--- src/rtl/ccg_response_misr.sv ---
// Response compactor: folds benchmark output vectors into a MISR signature.
// After NVEC vectors it compares the signature to a golden value.
module ccg_response_misr #(
  parameter int               IN_W  = 6,
  parameter int               SIG_W = 16,
  parameter logic [SIG_W-1:0] POLY  = 16'h1021,
  parameter logic [SIG_W-1:0] SEED  = 16'hFFFF,
  parameter int               NVEC  = 16
) (
  input  logic             clk,
  input  logic             rst_n,
  input  logic             start,
  input  logic             in_valid,
  output logic             in_ready,
  input  logic [IN_W-1:0]  in_data,
  input  logic [SIG_W-1:0] expected,
  output logic             busy,
  output logic             done,
  output logic             pass,
  output logic [SIG_W-1:0] sig,
  output logic [15:0]      vec_cnt
);

  typedef enum logic [1:0] {
    S_IDLE = 2'd0,
    S_RUN  = 2'd1,
    S_DONE = 2'd2
  } state_t;

  state_t           r_state;
  state_t           w_next;
  logic [SIG_W-1:0] r_sig;
  logic [SIG_W-1:0] w_shift;
  logic [SIG_W-1:0] w_sigNext;
  logic [15:0]      r_cnt;
  logic             r_pass;
  logic             w_accept;
  logic             w_last;

  // Shift with the MSB feeding back through the polynomial, then fold in the vector.
  always_comb begin
    w_shift = {r_sig[SIG_W-2:0], 1'b0};
    if (r_sig[SIG_W-1]) begin
      w_shift = w_shift ^ POLY;
    end
    w_sigNext = w_shift ^ SIG_W'(in_data);
  end

  assign w_accept = in_valid && (r_state == S_RUN);
  assign w_last   = (r_cnt == 16'(NVEC - 1));

  always_comb begin
    w_next   = r_state;
    in_ready = 1'b0;
    busy     = 1'b0;
    done     = 1'b0;
    case (r_state)
      S_IDLE: begin
        if (start) begin
          w_next = S_RUN;
        end
      end
      S_RUN: begin
        in_ready = 1'b1;
        busy     = 1'b1;
        if (w_accept && w_last) begin
          w_next = S_DONE;
        end
      end
      S_DONE: begin
        busy   = 1'b1;
        done   = 1'b1;
        w_next = S_IDLE;
      end
      default: begin
        w_next = S_IDLE;
      end
    endcase
  end

  always_ff @(posedge clk) begin
    if (!rst_n) begin
      r_state <= S_IDLE;
      r_sig   <= SEED;
      r_cnt   <= 16'd0;
      r_pass  <= 1'b0;
    end else begin
      r_state <= w_next;
      case (r_state)
        S_IDLE: begin
          if (start) begin
            r_sig  <= SEED;
            r_cnt  <= 16'd0;
            r_pass <= 1'b0;
          end
        end
        S_RUN: begin
          if (w_accept) begin
            r_sig <= w_sigNext;
            r_cnt <= r_cnt + 16'd1;
          end
        end
        S_DONE: begin
          r_pass <= (r_sig == expected);
        end
        default: begin
        end
      endcase
    end
  end

  assign sig     = r_sig;
  assign vec_cnt = r_cnt;
  assign pass    = r_pass;

endmodule
--- config.mk ---
export PLATFORM = sky130hd
export DESIGN_NAME = ccg_response_misr
export DESIGN_NICKNAME = d
export VERILOG_FILES = /design/src/rtl/ccg_response_misr.sv
export SDC_FILE = /design/constraint.sdc
export NUM_CORES = 1
export LEC_CHECK = 0
export CAP_MARGIN = 15
export CELL_PAD_IN_SITES_DETAIL_PLACEMENT = 1
export CELL_PAD_IN_SITES_GLOBAL_PLACEMENT = 1
export CORE_MARGIN = 4
export CORE_UTILIZATION = 33
export CTS_CLUSTER_DIAMETER = 200
export CTS_CLUSTER_SIZE = 12
export DETAILED_ROUTE_END_ITERATION = 7
export GPL_ROUTABILITY_DRIVEN = 0
export PLACE_DENSITY_LB_ADDON = 0.1
export SYNTH_ARGS = -nofsm -noshare
export SYNTH_HDL_FRONTEND = slang
export SYNTH_SLANG_ARGS = --single-unit
--- constraint.sdc ---
create_clock -name clk -period 2.3 [get_ports clk]
set_input_delay 0.46 -clock clk [delete_from_list [all_inputs] [get_ports clk]]
set_output_delay 0.46 -clock clk [all_outputs]
set_load 0.01 [all_outputs]
# After elaboration in Yosys (flattened, before gate mapping)
# Index checks and enable logic that the tools add are counted.
dict set report totals {
  regBits 35
  input_bits 26
  output_inout_bits 36
}
dict set report op_classes {
  addsub 1
  n_eq_ne 7
  mux 15
  bitwise 2
  n_reduce_logical 9
}
# op count
set ops {}
lappend ops {{$mux 16} 4}
lappend ops {{$pmux 16 s2} 2}
lappend ops {{$add 16x1->16 const B} 1}
lappend ops {{$eq 16x16->1} 1}
lappend ops {{$eq 16x4->1 const B} 1}
lappend ops {{$xor 16x6->16} 1}
lappend ops {{$mux 13} 1}
lappend ops {{$mux 1} 4}
lappend ops {{$mux 2} 2}
lappend ops {{$ne 2x2->1 const B} 2}
lappend ops {{$pmux 2 s2} 1}
lappend ops {{$reduce_and 2->1} 2}
lappend ops {{$reduce_bool 2->1} 2}
lappend ops {{$not 3->3} 1}
lappend ops {{$reduce_and 3->1} 1}
lappend ops {{$eq 2x1->1 const B} 1}
lappend ops {{$eq 2x2->1 const B} 1}
lappend ops {{$logic_and 1x1->1} 2}
lappend ops {{$logic_not 2->1} 1}
lappend ops {{$ne 2x1->1 const B} 1}
lappend ops {{$pmux 1 s2} 1}
lappend ops {{$reduce_or 2->1} 1}

# Depth between registers and ports, before layout
dict set report logic_depth {
  depth_word 5
  mapped_depth 8
}

# Worst setup path before layout
# OpenSTA, ideal clock, no wires.
dict set report synth_path {
  path_type {reg-to-reg}
  start {reg r_state[1]}
  end {reg r_cnt[14] (netlist: vec_cnt[14])}
  setup_time_ns 0.070
  arrival_time_ns 1.813
  path_slack_ns 0.416
  stages_incl_launch_ff 9
  path_buffers 2
  path_cell_list {dfxtp_1 -> inv_1 -> ha_1 -> buf_4 -> mux2_4 -> nand4_1 -> buf_2 -> or4_1 -> a21oi_1}
}
dict set report synth_between {
  elab_chain_cells 4
  word_cells_on_any_way 8
  cone_classes {3 x eq/ne; 1 x mux; 4 x reduce/logical}
}
# element line
set synth_rtl {}
lappend synth_rtl {{from (decl)} 30} ;# state_t r_state;
lappend synth_rtl {{from (signal assigned)} 88} ;# r_state <= w_next;
lappend synth_rtl {{$eq 2x1->1} {49, 89}}
lappend synth_rtl {{$logic_and 1x1->1} 49} ;# assign w_accept = in_valid && (r_state == S_RUN);
lappend synth_rtl {{$ne 2x2->1 (no source line)} -}
lappend synth_rtl {{$reduce_and 3->1 (no source line)} -}
lappend synth_rtl {{to (signal assigned)} 100} ;# r_cnt <= r_cnt + 16'd1;
lappend synth_rtl {{to (decl)} 35} ;# logic [15:0] r_cnt;
# Several ways; a longest one is shown, not always the timed one.
# A chain may end at the register's enable or synchronous reset.

# Worst setup path after layout
dict set report layout_path {
  start {reg r_state[1]}
  end {out in_ready}
}
dict set report layout_between {
  elab_chain_cells 2
}
# element line
set layout_rtl {}
lappend layout_rtl {{$eq 2x1->1} 57} ;# case (r_state)
lappend layout_rtl {{$mux 1} 57}
lappend layout_rtl {{to (decl)} 14} ;# output logic in_ready,
# No other way between the ends.

==> metrics.json <==
{
  "synth_area_leader_cell": {"value": "sky130_fd_sc_hd__dfxtp_1"},
  "irDropWorstVdd": {"value": 273.5, "unit": "µV"},
  "ys.flop_type": {"value": "sky130_fd_sc_hd__dfxtp_1"},
  "clk_latency": {"value": 290, "unit": "ps"},
  "die_width": {"value": 84.09, "unit": "µm"},
  "synth_area": {"value": 1911, "unit": "µm²"},
  "timing.final.hold_violations": {"value": 0},
  "dp_worst_setup_slack": {"value": 151.2, "unit": "ps"},
  "routed_wirelength": {"value": 5984, "unit": "µm"},
  "postSynthAreaPerCell": {"value": 8.380, "unit": "µm²"},
  "critical_path.slowest_cell": {"value": "sky130_fd_sc_hd__clkdlybuf4s50_1"},
  "cp_slowest_stage_delay": {"value": 590, "unit": "ps"},
  "synthToLayoutAreaGrowth": {"value": 44.20, "unit": "%"},
  "drcViolationCount": {"value": 0},
  "tritoncts_clock_tree": {"value": "done"},
  "timing.critical_path.arrival": {"value": 1640, "unit": "ps"},
  "synthCells": {"value": 228},
  "root_buffer": {"value": "sky130_fd_sc_hd__clkbuf_8"},
  "timing.setup.critical_path_class": {"value": "reg2out"},
  "post_synth_most_frequent_cells": {"value": "sky130_fd_sc_hd__dfxtp_1, sky130_fd_sc_hd__nand2_1, sky130_fd_sc_hd__xnor2_1"},
  "overflow": {"value": 0},
  "routed-via-count": {"value": 1925},
  "antenna_found_initial": {"value": 0},
  "cts-htree-levels": {"value": 2},
  "setup-tns-final": {"value": 0, "unit": "ps"},
  "post-route-min-period": {"value": 2101, "unit": "ps"},
  "cts_repair_resize_count": {"value": 0},
  "dp_hpwl": {"value": 4610, "unit": "µm"},
  "grt_start_max_net_pins": {"value": 19},
  "async_reset_ff_share": {"value": 0, "unit": "%"},
  "post-synth-top-count-cell": {"value": "sky130_fd_sc_hd__dfxtp_1"},
  "synthesis.yosys.warnings": {"value": 0},
  "drtPass1Iterations": {"value": 4},
  "avgRoutedWirePerCell": {"value": 16.31, "unit": "µm"},
  "cts_hold_buf": {"value": 0},
  "critical_path.cell_chain": {"value": "inv_1, ha_1, clkdlybuf4s50_1"},
  "report.final.setup_viol": {"value": 0},
  "cp_max_fo": {"value": 5},
  "num-fill-cells": {"value": 672},
  "port_buffers": {"value": 61},
  "max_slew.worst_pin.slew": {"value": 401.7, "unit": "ps"},
  "drt_iter0_markers": {"value": 35},
  "timing.final.crit_share": {"value": 91.35, "unit": "%"},
  "die_area": {"value": 7071, "unit": "µm²"},
  "cap_violations": {"value": 0},
  "ant_nets": {"value": 0},
  "startpoint_type": {"value": "flip-flop"},
  "clkSlewWorstSetupHoldPaths": {"value": 70, "unit": "ps"},
  "timing_max_transition_violations_final": {"value": 0},
  "slew_headroom": {"value": 73.17, "unit": "%"},
  "status": {"value": "completed"},
  "synth_seq_cells": {"value": 35},
  "worst-path-buf-inv": {"value": 2},
  "pwr_density_cell": {"value": 634.9, "unit": "nW/µm²"},
  "share_of_layout_cells_above_drive_strength_1": {"value": 6.780, "unit": "%"},
  "die_h": {"value": 84.09, "unit": "µm"},
  "power.static_leakage": {"value": 0.9163, "unit": "nW"},
  "r2r.worst_path.cells": {"value": 7},
  "seq_area_frac_synth": {"value": 36.67, "unit": "%"},
  "syn-num-nets": {"value": 259},
  "cp_top_family": {"value": "buffers and inverters"},
  "min_delay_path_depth": {"value": 2},
  "required_time_of_the_worst_setup_path": {"value": 1840, "unit": "ps"},
  "synth.distinct_cells": {"value": 31},
  "yosys.area.top_type_share": {"value": 36.67, "unit": "%"},
  "final_nets": {"value": 325},
  "synth_edf_count": {"value": 0},
  "fmaxAchievable": {"value": 475.9, "unit": "MHz"},
  "postCtsSetupRepairBufs": {"value": 0},
  "setup_repair_after_global_routing_missed_its_margin": {"value": "no"},
  "grt_pass1_vias": {"value": 1983},
  "n_antenna_cell": {"value": 0},
  "timing.final.ws_setup": {"value": 198.9, "unit": "ps"},
  "ctsLongestPathBuffers": {"value": 2},
  "cp_depth": {"value": 3},
  "worst_hold_path_type": {"value": "reg2reg"},
  "leading_cell_types_by_total_area_after_synthesis": {"value": "sky130_fd_sc_hd__dfxtp_1, sky130_fd_sc_hd__xnor2_1, sky130_fd_sc_hd__o21ai_0, sky130_fd_sc_hd__nand2_1, sky130_fd_sc_hd__nand4_1"},
  "cts.sinks": {"value": 35},
  "wire_length_of_the_first_global_routing_pass": {"value": 9936, "unit": "µm"},
  "utilization": {"value": 49.43, "unit": "%"},
  "viasPerCell": {"value": 5.245},
  "fin_worst_skew": {"value": 10.16, "unit": "ps"},
  "grtUsageTotal": {"value": 17.33, "unit": "%"},
  "initial_utilization": {"value": 34.28, "unit": "%"},
  "coreArea": {"value": 5574, "unit": "µm²"},
  "numCtsBuffers": {"value": 5},
  "io-pin-count": {"value": 62},
  "number_of_cell_rows": {"value": 27},
  "cp-end-kind": {"value": "output pin"}
}
-- layout make-up --
class / instances / area, µm² / share of cell area [%]
flip-flops and latches: 35 / 700.7 / 25.43
multi-input cells: 173 / 1127 / 40.92
inverters: 7 / 26.28 / 0.9537
clock inverters: 2 / 35.03 / 1.272
clock buffers: 6 / 82.58 / 2.997
well taps: 72 / 90.09 / 3.270
repair buffers: 72 / 693.2 / 25.16
-- stage by stage --
| step | power [mW] | cell area (µm²) | hold slack (ps) | std cells |
|---|---|---|---|---|
| global placement | 1.171 | 2638 | 475.2 | 359 |
| floorplan | 0.9519 | 1911 | 452.1 | 228 |
| CTS | 1.770 | 2755 | 501.7 | 367 |
| finish | 1.749 | 2755 | 498.4 | 367 |
| global route | 1.847 | 2755 | 523.6 | 367 |
| detailed placement | 1.180 | 2638 | 490.3 | 359 |
-- registers in the layout, indices dropped and copies added (netlist names) --
register,flops
pass,1
vec_cnt,16
r_state,2
sig,16
-- worst paths after layout --
check             slack, ps  startpoint          end
hold reg to reg         500  r_state[0]   r_state[0]
setup / recovery        200  r_state[1]     in_ready
setup reg to reg        320  r_state[1]  vec_cnt[14]
hold / removal          500  r_state[0]   r_state[0]
-- power breakdown --
| part | total (mW) | internal [mW] | switching [mW] |
|---|---|---|---|
| Combinational | 0.510 | 0.231 | 0.279 |
| Sequential | 0.654 | 0.626 | 0.0274 |
| Clock | 0.585 | 0.351 | 0.234 |
-- cell usage in the layout, fill, tap and decap left out --
master,instances
sky130_fd_sc_hd__nand3b_1,2
sky130_fd_sc_hd__buf_4,11
sky130_fd_sc_hd__o2111ai_1,1
sky130_fd_sc_hd__o32ai_1,1
sky130_fd_sc_hd__nor2b_1,1
sky130_fd_sc_hd__clkdlybuf4s50_1,61
sky130_fd_sc_hd__or4_1,7
sky130_fd_sc_hd__and3b_1,1
sky130_fd_sc_hd__bufinv_16,1
sky130_fd_sc_hd__nand3_1,10
sky130_fd_sc_hd__nor4_1,5
sky130_fd_sc_hd__nor2_1,5
sky130_fd_sc_hd__nand4_1,13
sky130_fd_sc_hd__mux2i_1,3
sky130_fd_sc_hd__clkinv_2,1
sky130_fd_sc_hd__inv_1,7
sky130_fd_sc_hd__nand4b_1,9
sky130_fd_sc_hd__clkbuf_8,6
sky130_fd_sc_hd__o31ai_1,6
sky130_fd_sc_hd__nor4b_1,1
sky130_fd_sc_hd__and4_1,2
sky130_fd_sc_hd__a21oi_1,13
sky130_fd_sc_hd__dfxtp_1,35
sky130_fd_sc_hd__xnor3_1,1
sky130_fd_sc_hd__or3_1,6
sky130_fd_sc_hd__nand2b_1,1
sky130_fd_sc_hd__xnor2_1,25
sky130_fd_sc_hd__o21ai_0,23
sky130_fd_sc_hd__mux2_4,1
sky130_fd_sc_hd__and2_1,2
sky130_fd_sc_hd__nand2_1,28
sky130_fd_sc_hd__nor3_1,1
sky130_fd_sc_hd__ha_1,5
-- cells by family (layout without fill, tap and decap cells) --
kind of cell	after synthesis	count (layout)	share of synthesized area, %
xor+xnor	26	26	12.64
flops	35	35	36.67
simple gates	94	94	28.03
fa+ha+maj	5	5	3.274
buf+inv	20	87	4.322
mux	4	4	2.357
compound gates	44	44	12.70
-- metal layers --
metal	up-vias	part of all wire (%)	global-route usage, %
li1	952	-	-
met1	927	44	21.08
met2	40	51	30.34
met3	6	4.1	4.245
met4	0	1.1	4.386
met5	-	0	0
-- worst register-to-register path: cells and delay by family (launching register included) --
family	cells	cell delay [ps]
AND/OR/NAND/NOR	2	550
flip-flops	1	320
multiplexers	1	230
adder cells (fa/ha/maj)	1	330
AO/OA/AOI/OAI	1	170
buffers and inverters	2	300
No activity file was read; power rests on OpenSTA's default activity.
==> RTL edit: new RTL, config.mk and constraints unchanged <==
Change the parameter `IN_W` from 6 to 3.
--- a/src/rtl/ccg_response_misr.sv
+++ b/src/rtl/ccg_response_misr.sv
@@ -3,3 +3,3 @@
 module ccg_response_misr #(
-  parameter int               IN_W  = 6,
+  parameter int               IN_W  = 3,
   parameter int               SIG_W = 16,
Ports: changed (resized in_data); port bits go from 62 to 59. The function was not compared with the original's and may differ.
==> RTL edit against the unedited design <==
  * Core utilization increased by 0.98 points
  * Final cell count decreased by 3.5%
  * Sequential power increased by 7.2%
  * Sequential cell count unchanged
  * Sequential share of layout area increased by 1.1 points
  * Routed wire length decreased by 6.5%
  * Worst setup slack got worse by 0.11 ns
  * Total power increased by 4.4%
  * Register-to-register slack got worse by 0.16 ns
  * Clock skew decreased by 0.0022 ns
  * Hold slack got worse by 0.0070 ns
  * Final area decreased by 4.2%
  * Global-route usage increased by 0.71 points
  * Area after synthesis decreased by 4.0%
  * Critical path type unchanged
  * Critical endpoint unchanged
  * Largest power group unchanged
==> RTL edit: results (changes against the unedited design) <==
status:
  status: "completed"  # unchanged
routing:
  dr_wl_met2_mm: 2.86  # was 3.03 mm
  vias: 1805  # was 1925
grt:
  grtUsageTotal: 0.180  # was 0.173
  use_met2: 0.317  # was 0.303
  grt_max_degree: 21  # was 19
  met1_usage: 0.208  # was 0.211
placed_design:
  post-place-ws_ns: -0.0126  # was 0.151 ns
  place_area_mm2: 0.00253  # was 0.00264 mm^2
  dp_hpwl_mm: 4.09  # was 4.61 mm
timing:
  fin_crit_sh: 0.960  # was 0.914
  worst_slew_pin_slew_ns: 0.353  # was 0.402 ns
setup_path:
  r2r_end: "vec_cnt[12]"  # was vec_cnt[14]
  rr_startpoint: "r_state[0]"  # was r_state[1]
  r2r_setup_slack_ns: 0.16  # was 0.32 ns
  worstPathArrival_ns: 1.75  # was 1.64 ns
yosys:
  synth_cells: 218  # was 228
  synth_compound_area_frac: 0.112  # was 0.127
  synthMuxAreaShare: 0.0225  # was 0.0236
  ys_types: 32  # was 31
  ys_top_cells_by_area: "dfxtp_1, xnor2_1, nand2_1"  # was dfxtp_1, xnor2_1, o21ai_0
power_and_ir_drop:
  pwr-share-comb: 0.342  # was 0.292
  switching_share: 0.333  # was 0.309
  p_clk_mw: 0.500  # was 0.585 mW
final_layout:
  layout-drive-gt1-share: 0.0775  # was 0.0678
  nets: 311  # was 325
==> RTL edit: cell types whose count changed in the layout (fill, tap and decap cells not counted), moves of 3 or more <==
cell | unedited run | this run
o31ai_1 | 6 | 3
nand4b_1 | 9 | 6
a21oi_1 | 13 | 8
nand2_1 | 28 | 33
clkdlybuf4s50_1 | 61 | 58
o21ai_0 | 23 | 19
==> RTL edit: layout make-up <==
cell class / instances / share of cell area
Timing Repair Buffer: 70 / 0.257
Inverter: 7 / 0.00995
Clock buffer: 8 / 0.0379
Sequential cell: 35 / 0.265
Tap cell: 70 / 0.0332
Multi-Input combinational cell: 164 / 0.397
==> RTL edit: stage by stage <==
step / power, mW / hold slack [ns] / utilization
after CTS: 1.83 / 0.492 / 0.503
after global routing: 1.95 / 0.536 / 0.504
after global placement: 1.32 / 0.471 / 0.484
final: 1.83 / 0.491 / 0.504
after detailed placement: 1.33 / 0.480 / 0.484
after floorplan: 1.05 / 0.452 / -
